==> src/rtl/instr_fetch_unit.sv <==
// -----------------------------------------------------------------------------
// instr_fetch_unit
//   Instruction-fetch stage of the Simple_CPU, directly upstream of the control
//   decoder. It holds the PC, fetches one word per instruction from
//   instruction memory over a req/ack handshake, presents the fetched word
//   and its op field to control, and advances the PC using control's
//   branch/jump decisions and the ALU zero flag.
//
//   Optional feature: define INSTR_COUNT_EN to build a 32-bit retired-
//   instruction counter. Without it retired_cnt is tied to zero and no
//   counter flops exist.
//
// Parameters
//   RESET_PC     PC value loaded on reset
//
// Ports
//   clk          in   1   rising-edge clock
//   rst          in   1   synchronous, active-high reset
//   imem_req     out  1   fetch request to instruction memory
//   imem_addr    out  32  fetch address (always equals pc)
//   imem_ack     in   1   imem_rdata is valid this cycle
//   imem_rdata   in   32  fetched instruction word
//   instr        out  32  registered current instruction
//   op           out  6   instr[31:26], to control
//   instr_valid  out  1   instr is valid for the datapath
//   instr_ready  in   1   datapath has executed instr; advance PC
//   branch       in   1   BEQ decode from control
//   zero         in   1   ALU zero flag
//   jump         in   1   J decode from control
//   pc           out  32  current PC
//   retired_cnt  out  32  retired-instruction count (0 unless INSTR_COUNT_EN)
// -----------------------------------------------------------------------------
module instr_fetch_unit #(
  parameter logic [31:0] RESET_PC = 32'h0000_0000
) (
  input  logic        clk,
  input  logic        rst,
  output logic        imem_req,
  output logic [31:0] imem_addr,
  input  logic        imem_ack,
  input  logic [31:0] imem_rdata,
  output logic [31:0] instr,
  output logic [5:0]  op,
  output logic        instr_valid,
  input  logic        instr_ready,
  input  logic        branch,
  input  logic        zero,
  input  logic        jump,
  output logic [31:0] pc,
  output logic [31:0] retired_cnt
);

  typedef enum logic [0:0] {
    REQ  = 1'b0,
    HOLD = 1'b1
  } state_t;

  state_t      state;
  state_t      state_nxt;
  logic        load_instr;
  logic        advance;
  logic [31:0] next_pc;

  // Next-PC selection. All arithmetic is modulo 2^32; the branch offset is a
  // signed word displacement relative to pc+4, so an offset of -1 yields a
  // self-loop. Jump wins over a taken branch.
  function automatic logic [31:0] calc_next_pc(
    input logic [31:0] cur_pc,
    input logic [31:0] cur_instr,
    input logic        br,
    input logic        zf,
    input logic        jmp
  );
    logic        [31:0] pc4;
    logic signed [31:0] br_off;
    logic        [31:0] result;
    pc4    = cur_pc + 32'd4;
    br_off = {{14{cur_instr[15]}}, cur_instr[15:0], 2'b00};
    if (jmp) begin
      result = {pc4[31:28], cur_instr[25:0], 2'b00};
    end else if (br && zf) begin
      result = pc4 + $unsigned(br_off);
    end else begin
      result = pc4;
    end
    return result;
  endfunction

  assign next_pc = calc_next_pc(pc, instr, branch, zero, jump);

  // Next-state decode. branch/zero/jump/instr_ready only matter in HOLD;
  // imem_ack only matters in REQ, so a stray ack during HOLD is ignored.
  always_comb begin
    state_nxt  = state;
    load_instr = 1'b0;
    advance    = 1'b0;
    case (state)
      REQ: begin
        if (imem_ack) begin
          load_instr = 1'b1;
          state_nxt  = HOLD;
        end
      end
      HOLD: begin
        if (instr_ready) begin
          advance   = 1'b1;
          state_nxt = REQ;
        end
      end
      default: state_nxt = REQ;
    endcase
  end

  // The request is masked by rst so memory never sees a fetch while the
  // unit is being reset, including the cycles before the first reset edge.
  assign imem_req    = (state == REQ) && !rst;
  assign imem_addr   = pc;
  assign instr_valid = (state == HOLD);
  assign op          = instr[31:26];

  // Fetch stage register: state, PC and the latched instruction word.
  always_ff @(posedge clk) begin
    if (rst) begin
      state <= REQ;
      pc    <= RESET_PC;
      instr <= '0;
    end else begin
      state <= state_nxt;
      if (load_instr) begin
        instr <= imem_rdata;
      end
      if (advance) begin
        pc <= next_pc;
      end
    end
  end

`ifdef INSTR_COUNT_EN
  logic [31:0] retired_q;

  // One count per HOLD & instr_ready edge; wraps silently.
  always_ff @(posedge clk) begin
    if (rst) begin
      retired_q <= '0;
    end else if (advance) begin
      retired_q <= retired_q + 32'd1;
    end
  end

  assign retired_cnt = retired_q;
`else
  assign retired_cnt = 32'd0;
`endif

endmodule

==> config.mk <==
export PLATFORM = sky130hd
export DESIGN_NAME = instr_fetch_unit
export DESIGN_NICKNAME = d
export VERILOG_FILES = /design/src/rtl/instr_fetch_unit.sv
export SDC_FILE = /design/constraint.sdc
export NUM_CORES = 1
export LEC_CHECK = 0
export ABC_AREA = 1
export CORE_ASPECT_RATIO = 0.5
export CORE_MARGIN = 3
export CORE_UTILIZATION = 54
export CTS_CLUSTER_DIAMETER = 200
export DETAILED_ROUTE_END_ITERATION = 16
export HOLD_SLACK_MARGIN = 0.1
export PLACE_DENSITY = 0.93
export RECOVER_POWER = 100
export SYNTH_ARGS = -nofsm -noshare
export SYNTH_HDL_FRONTEND = slang
export SYNTH_SLANG_ARGS = --single-unit
==> constraint.sdc <==
create_clock -name clk -period 4.8 [get_ports clk]
set_input_delay 0.72 -clock clk [delete_from_list [all_inputs] [get_ports clk]]
set_output_delay 0.72 -clock clk [all_outputs]
set_load 0.02 [all_outputs]
Yosys cells after proc, flatten, opt, wreduce, memory -nomap -nowiden --
Cells that the tools add are included.
Cells by class: add/sub/neg operators 2, mux-type cells 8, bitwise logic cells 1, reduce and logical (&&, ||, !) cells 3
Operators by type and width (count):
- $mux W32 | 2
- $add A32 B3 Y32 const B | 1
- $add A32 B32 Y32 | 1
- $mux W1 | 5
- $logic_and A1 B1 Y1 | 2
- $pmux W1 S2 | 1
- $logic_not A1 Y1 | 1
- $not A1 Y1 | 1
Word-level totals: flip-flop bits (word level) 65, input bits 39, output and inout port bits 136, word-level logic and storage cells 17

Logic depth before layout (Yosys ltp) --
word-level depth 4, depth in mapped cells 22, mapped depth without buffers 22

Worst setup path before layout --
OpenSTA, ideal clock, no wires.
path type reg-to-reg, start point register pc[4] (netlist: imem_addr[4]), end point register pc[26] (netlist: imem_addr[26]), library setup time 0.112 ns, arrival time 2.592 ns, required time 4.688 ns, slack 2.095 ns, cell stages (with the launch flop) 21, period minus slack after synthesis 2.705 ns, cells stage by stage dfxtp_1 > nand3_1 > nor2_1 > nand2_1 > clkinv_1 > nand3_1 > nor2_1 > nand2_1 > and2_1 > ha_1 > inv_1 > nor3_1 > nand2_1 > nor2_1 > nand2_1 > nand3_1 > nand2_1 > nand3_1 > nand2_1 > nand2_1 > nand2_1
Between the ends: longest elaborated chain between the ends 4
Ends and longest elaborated chain:
- start, declared | RTL line 49 | output logic [31:0] pc,
- start signal, assigned | RTL line 133 | pc <= next_pc;
- $add A32 B3 Y32 * | RTL line 77 | pc4 = cur_pc + 32'd4;
- $add A32 B32 Y32 | RTL line 82 | result = pc4 + $unsigned(br_off);
- $mux W32 * | RTL line 81 | end else if (br && zf) begin
- $mux W32 * | RTL line 79 | if (jmp) begin
Every way passes the cells marked *; elsewhere a longest branch is shown, timed or not. A chain may end at the register's enable or synchronous reset.

Worst setup path after layout --
start point register pc[3] (netlist: imem_addr[3]), end point register pc[26] (netlist: imem_addr[26])
Same word-level chain as after synthesis.

==> results.sh <==
export IMPL_die_w_um=160
export IMPL_clock_tree_buffer_depth=2
export IMPL_postCtsHoldBufs=0
export IMPL_power_sequential_fraction_pct=33.6
export IMPL_fin_nets=1290
export IMPL_worst_path_max_delay_cell="sky130_fd_sc_hd__nor3_1"
export IMPL_grt_setup_unrepaired="no"
export IMPL_cts_root_buf="sky130_fd_sc_hd__clkbuf_16"
export IMPL_cp_common_cell="sky130_fd_sc_hd__nand2_1"
export IMPL_critical_path_max_stage_delay_ps=550
export IMPL_drt_vias_per_instance=5.51
export IMPL_timing_critical_path_from="imem_addr[3]$_SDFFE_PP0P_"
export IMPL_endpoint_kind="flop"
export IMPL_max_vdd_ir_drop_mv=0.177
export IMPL_final_routed_drc_violation_total=0
export IMPL_yosys_top_cells_area="sky130_fd_sc_hd__nand2_1 21%, sky130_fd_sc_hd__dfxtp_1 20%, sky130_fd_sc_hd__nor2_1 8.7%"
export IMPL_ctsResizeCount=0
export IMPL_timing_rr_end="imem_addr[26]$_SDFFE_PP0P_"
export IMPL_synth_yosys_seq_area_share_pct=19.7
export IMPL_placement_io_buffers=138
export IMPL_yosys_cell_count_top_type="sky130_fd_sc_hd__nand2_1"
export IMPL_initial_cell_density_of_the_core_pct=56.7
export IMPL_max_freq_mhz=254
export IMPL_status="finished, final reports clean"
export IMPL_crit_buf_inv=2
export IMPL_final_layout_size_suffix_gt1_share_pct=3.20
export IMPL_mappedNetlistArea_mm2=0.00640
export IMPL_numCtsBuffers=9
export IMPL_routed_wirelength_mm=22.8
export IMPL_share_comb_of_total_power_pct=25.2
export IMPL_placementRows=27
export IMPL_postLayoutSetupSlackWorst_ps=863
export IMPL_power_share_of_the_clock_group_pct=41.1
export IMPL_synth_top_area_cell="sky130_fd_sc_hd__nand2_1"
export IMPL_grt_overflow=0
export IMPL_postSynth_asyncResetShare_pct=0
export IMPL_synth_area_per_cell_um2=5.71
export IMPL_holdWs_ps=486
export IMPL_path_clk_slew_ps=60
export IMPL_syn_instance_count=1120
export IMPL_first_global_vias=6601
export IMPL_finalWorstPathRequiredPeriod_ps=3940
export IMPL_die_height_um=83.0
export IMPL_holdCritPathClass="flop to flop"
export IMPL_min_period_over_period_pct=82.0
export IMPL_synth_seq_cells=63
export IMPL_reg2reg_slack_ps=860
export IMPL_final_setup_tns_ps=0
export IMPL_p_sw_share_pct=34.4
export IMPL_route_antenna_remaining_nets=0
export IMPL_synth_enable_flop_cells=0
export IMPL_top_cell_type_s_share_of_synthesized_area_pct=21.2
export IMPL_avgRoutedWirePerCell_um=16.6
export IMPL_power_switching_uw=622
export IMPL_detailroute_via_count=7588
export IMPL_drt_iter0_markers=952
export IMPL_design_die_area_mm2=0.0133
export IMPL_power_density_cell_area_mw_per_mm2=232
export IMPL_dpl_worst_slack_ps=1630
export IMPL_gp_routability_congestion=1.12
export IMPL_num_io_pins=175
export IMPL_crit_path_max_fanout=7
export IMPL_worst_skew_pair_late_latency_ps=340
export IMPL_r2r_worst_path_cells=18
export IMPL_timing_critical_path_depth=18
export IMPL_final_hold_violation_count=0
export IMPL_regToRegStartpoint="imem_addr[3]$_SDFFE_PP0P_"
export IMPL_grt_use_total_pct=32.9
export IMPL_worst_slew_pin_transition_ps=1240
export IMPL_dpl_hpwl_mm=17.8
export IMPL_synth_top_cells_by_count="361 x sky130_fd_sc_hd__nand2_1, 148 x sky130_fd_sc_hd__nor2_1, 146 x sky130_fd_sc_hd__inv_1, 76 x sky130_fd_sc_hd__nand3_1, 72 x sky130_fd_sc_hd__buf_4"
export IMPL_antenna_diode_count=0
export IMPL_cts_sink_count=63
export IMPL_cp_cell_sequence="ha_1 > inv_1 > nor2_1 > nand2_4 > nor3_1 > xor2_1 > ha_1 > nand2_1 > nor2_1 > inv_1 > o21bai_1 > nand2_1 > nand3_1 > nand2_1 > nand3_1 > nand2_1 > nand2_1 > nand2_1"
export IMPL_areaGrowthSynthToFinish_pct=22.1
export IMPL_synth_flop_cell="sky130_fd_sc_hd__dfxtp_1"
export IMPL_synth_cell_type_count=37
export IMPL_maxSlewHeadroom_pct=17.4
export IMPL_critical_path_startpoint_type="flop"
export IMPL_number_of_slew_limit_violations_in_the_final_report=0
export IMPL_setup_worst_path_class="flop to flop"
export IMPL_number_of_antenna_violations_at_the_first_check_in_global_routing=0
export IMPL_placeableCoreArea_mm2=0.0113
export IMPL_critical_path_top_delay_family="simple AND/OR/NAND/NOR gates"
export IMPL_critPathCapture="imem_addr[26]$_SDFFE_PP0P_"
export IMPL_clock_skew_ps=10.4
export IMPL_count_of_warnings_emitted_by_yosys=0
export IMPL_fin_total_pwr_mw=1.81
export IMPL_dp_cells=1361
export IMPL_detailedRoute_firstPassIterationCount=7
export IMPL_max_cap_violations=0
export IMPL_tritoncts="yes"
export IMPL_finalSetupViolCount=0
export IMPL_postcts_setup_bufs=0
export IMPL_cp_required_ps=5040
export IMPL_static_leakage_power_nw=4.26
export IMPL_intPower_mw=1.19
export IMPL_arrival_ps=4170
export IMPL_wire_length_of_the_first_global_routing_pass_mm=35.1
export IMPL_h_tree_depth=3
export IMPL_grt_max_degree=41
export IMPL_final_instance_count_excl_fill=1377
[cells in the final DEF, fill, tap and decap left out, types with 7 or more instances in the layout]
cell type,instances
sky130_fd_sc_hd__nand3_1,76
sky130_fd_sc_hd__nand2_1,361
sky130_fd_sc_hd__dfxtp_1,63
sky130_fd_sc_hd__dlygate4sd3_1,102
sky130_fd_sc_hd__xor2_1,14
sky130_fd_sc_hd__o21bai_1,7
sky130_fd_sc_hd__a21oi_1,49
sky130_fd_sc_hd__nor3_1,8
sky130_fd_sc_hd__ha_1,37
sky130_fd_sc_hd__conb_1,36
sky130_fd_sc_hd__clkdlybuf4s50_1,36
sky130_fd_sc_hd__nand4_1,7
sky130_fd_sc_hd__nor2_1,149
sky130_fd_sc_hd__clkbuf_16,9
sky130_fd_sc_hd__o21ai_0,53
sky130_fd_sc_hd__inv_1,146
[through the flow]
stage,cell area (µm²),utilization (%)
floorplan,6530,-
global placement,7510,66.6
detailed placement,7510,66.6
CTS,7840,69.5
global route,7810,69.2
finish,7810,69.2
[registers in the layout, summed over array words and instances, names as in the netlist]
| signal | flops |
|---|---|
| imem_addr | 30 |
| instr | 32 |
| instr_valid | 1 |
[layout make-up]
cell class | count | area (µm²)
sequential | 63 | 1260
inverter | 149 | 559
clock inverter | 7 | 105
multi-input combinational | 848 | 4060
timing repair buffer | 142 | 1400
fill | 963 | 3470
clock buffer | 9 | 225
tap | 159 | 199
[metal layers]
metal	wire [µm]	track usage, %
met4	704	8.90
met3	3470	10.5
met5	0	0
met1	9420	45.6
met2	9250	49.2
[how the worst min path moves through the flow]
stage / start / endpoint / depth (start not counted)
2_1_floorplan: instr[20]$_SDFFE_PP0P_ / instr[20]$_SDFFE_PP0P_ / 2
3_3_place_gp: instr[22]$_SDFFE_PP0P_ / instr[22]$_SDFFE_PP0P_ / 2
3_5_place_dp: instr[20]$_SDFFE_PP0P_ / instr[20]$_SDFFE_PP0P_ / 2
4_1_cts: instr[20]$_SDFFE_PP0P_ / instr[20]$_SDFFE_PP0P_ / 2
5_1_grt: instr[22]$_SDFFE_PP0P_ / instr[22]$_SDFFE_PP0P_ / 2
6_report: instr[22]$_SDFFE_PP0P_ / instr[22]$_SDFFE_PP0P_ / 2
[power by group through the flow]
stage	sequential (mW)	combinational, mW	clock [mW]
CTS	0.608	0.469	0.739
global placement	0.617	0.457	0
finish	0.609	0.457	0.744
floorplan	0.641	0.282	0
detailed placement	0.618	0.464	0
global route	0.612	0.492	0.769
[worst min-delay path: cells and delay by family (launching register included)]
kind | cells | cell delay (ps)
AOI/OAI and AO/OA | 1 | 60
DFF | 1 | 310
buffers and inverters | 1 | 70
[cells by family (layout without fill, tap and decap cells)]
group,count (synthesis),count (layout),share of synthesized area [%]
buffers and inverters,244,307,18.6
AOI/OAI and AO/OA,124,124,10.5
xor gates and xnor gates,18,18,2.46
DFF,63,63,19.7
other,1,36,0.0586
adders and majority gates,38,38,7.55
and+or+nand+nor,632,632,41.1
Note: power is estimated with default switching activity, not from simulation.
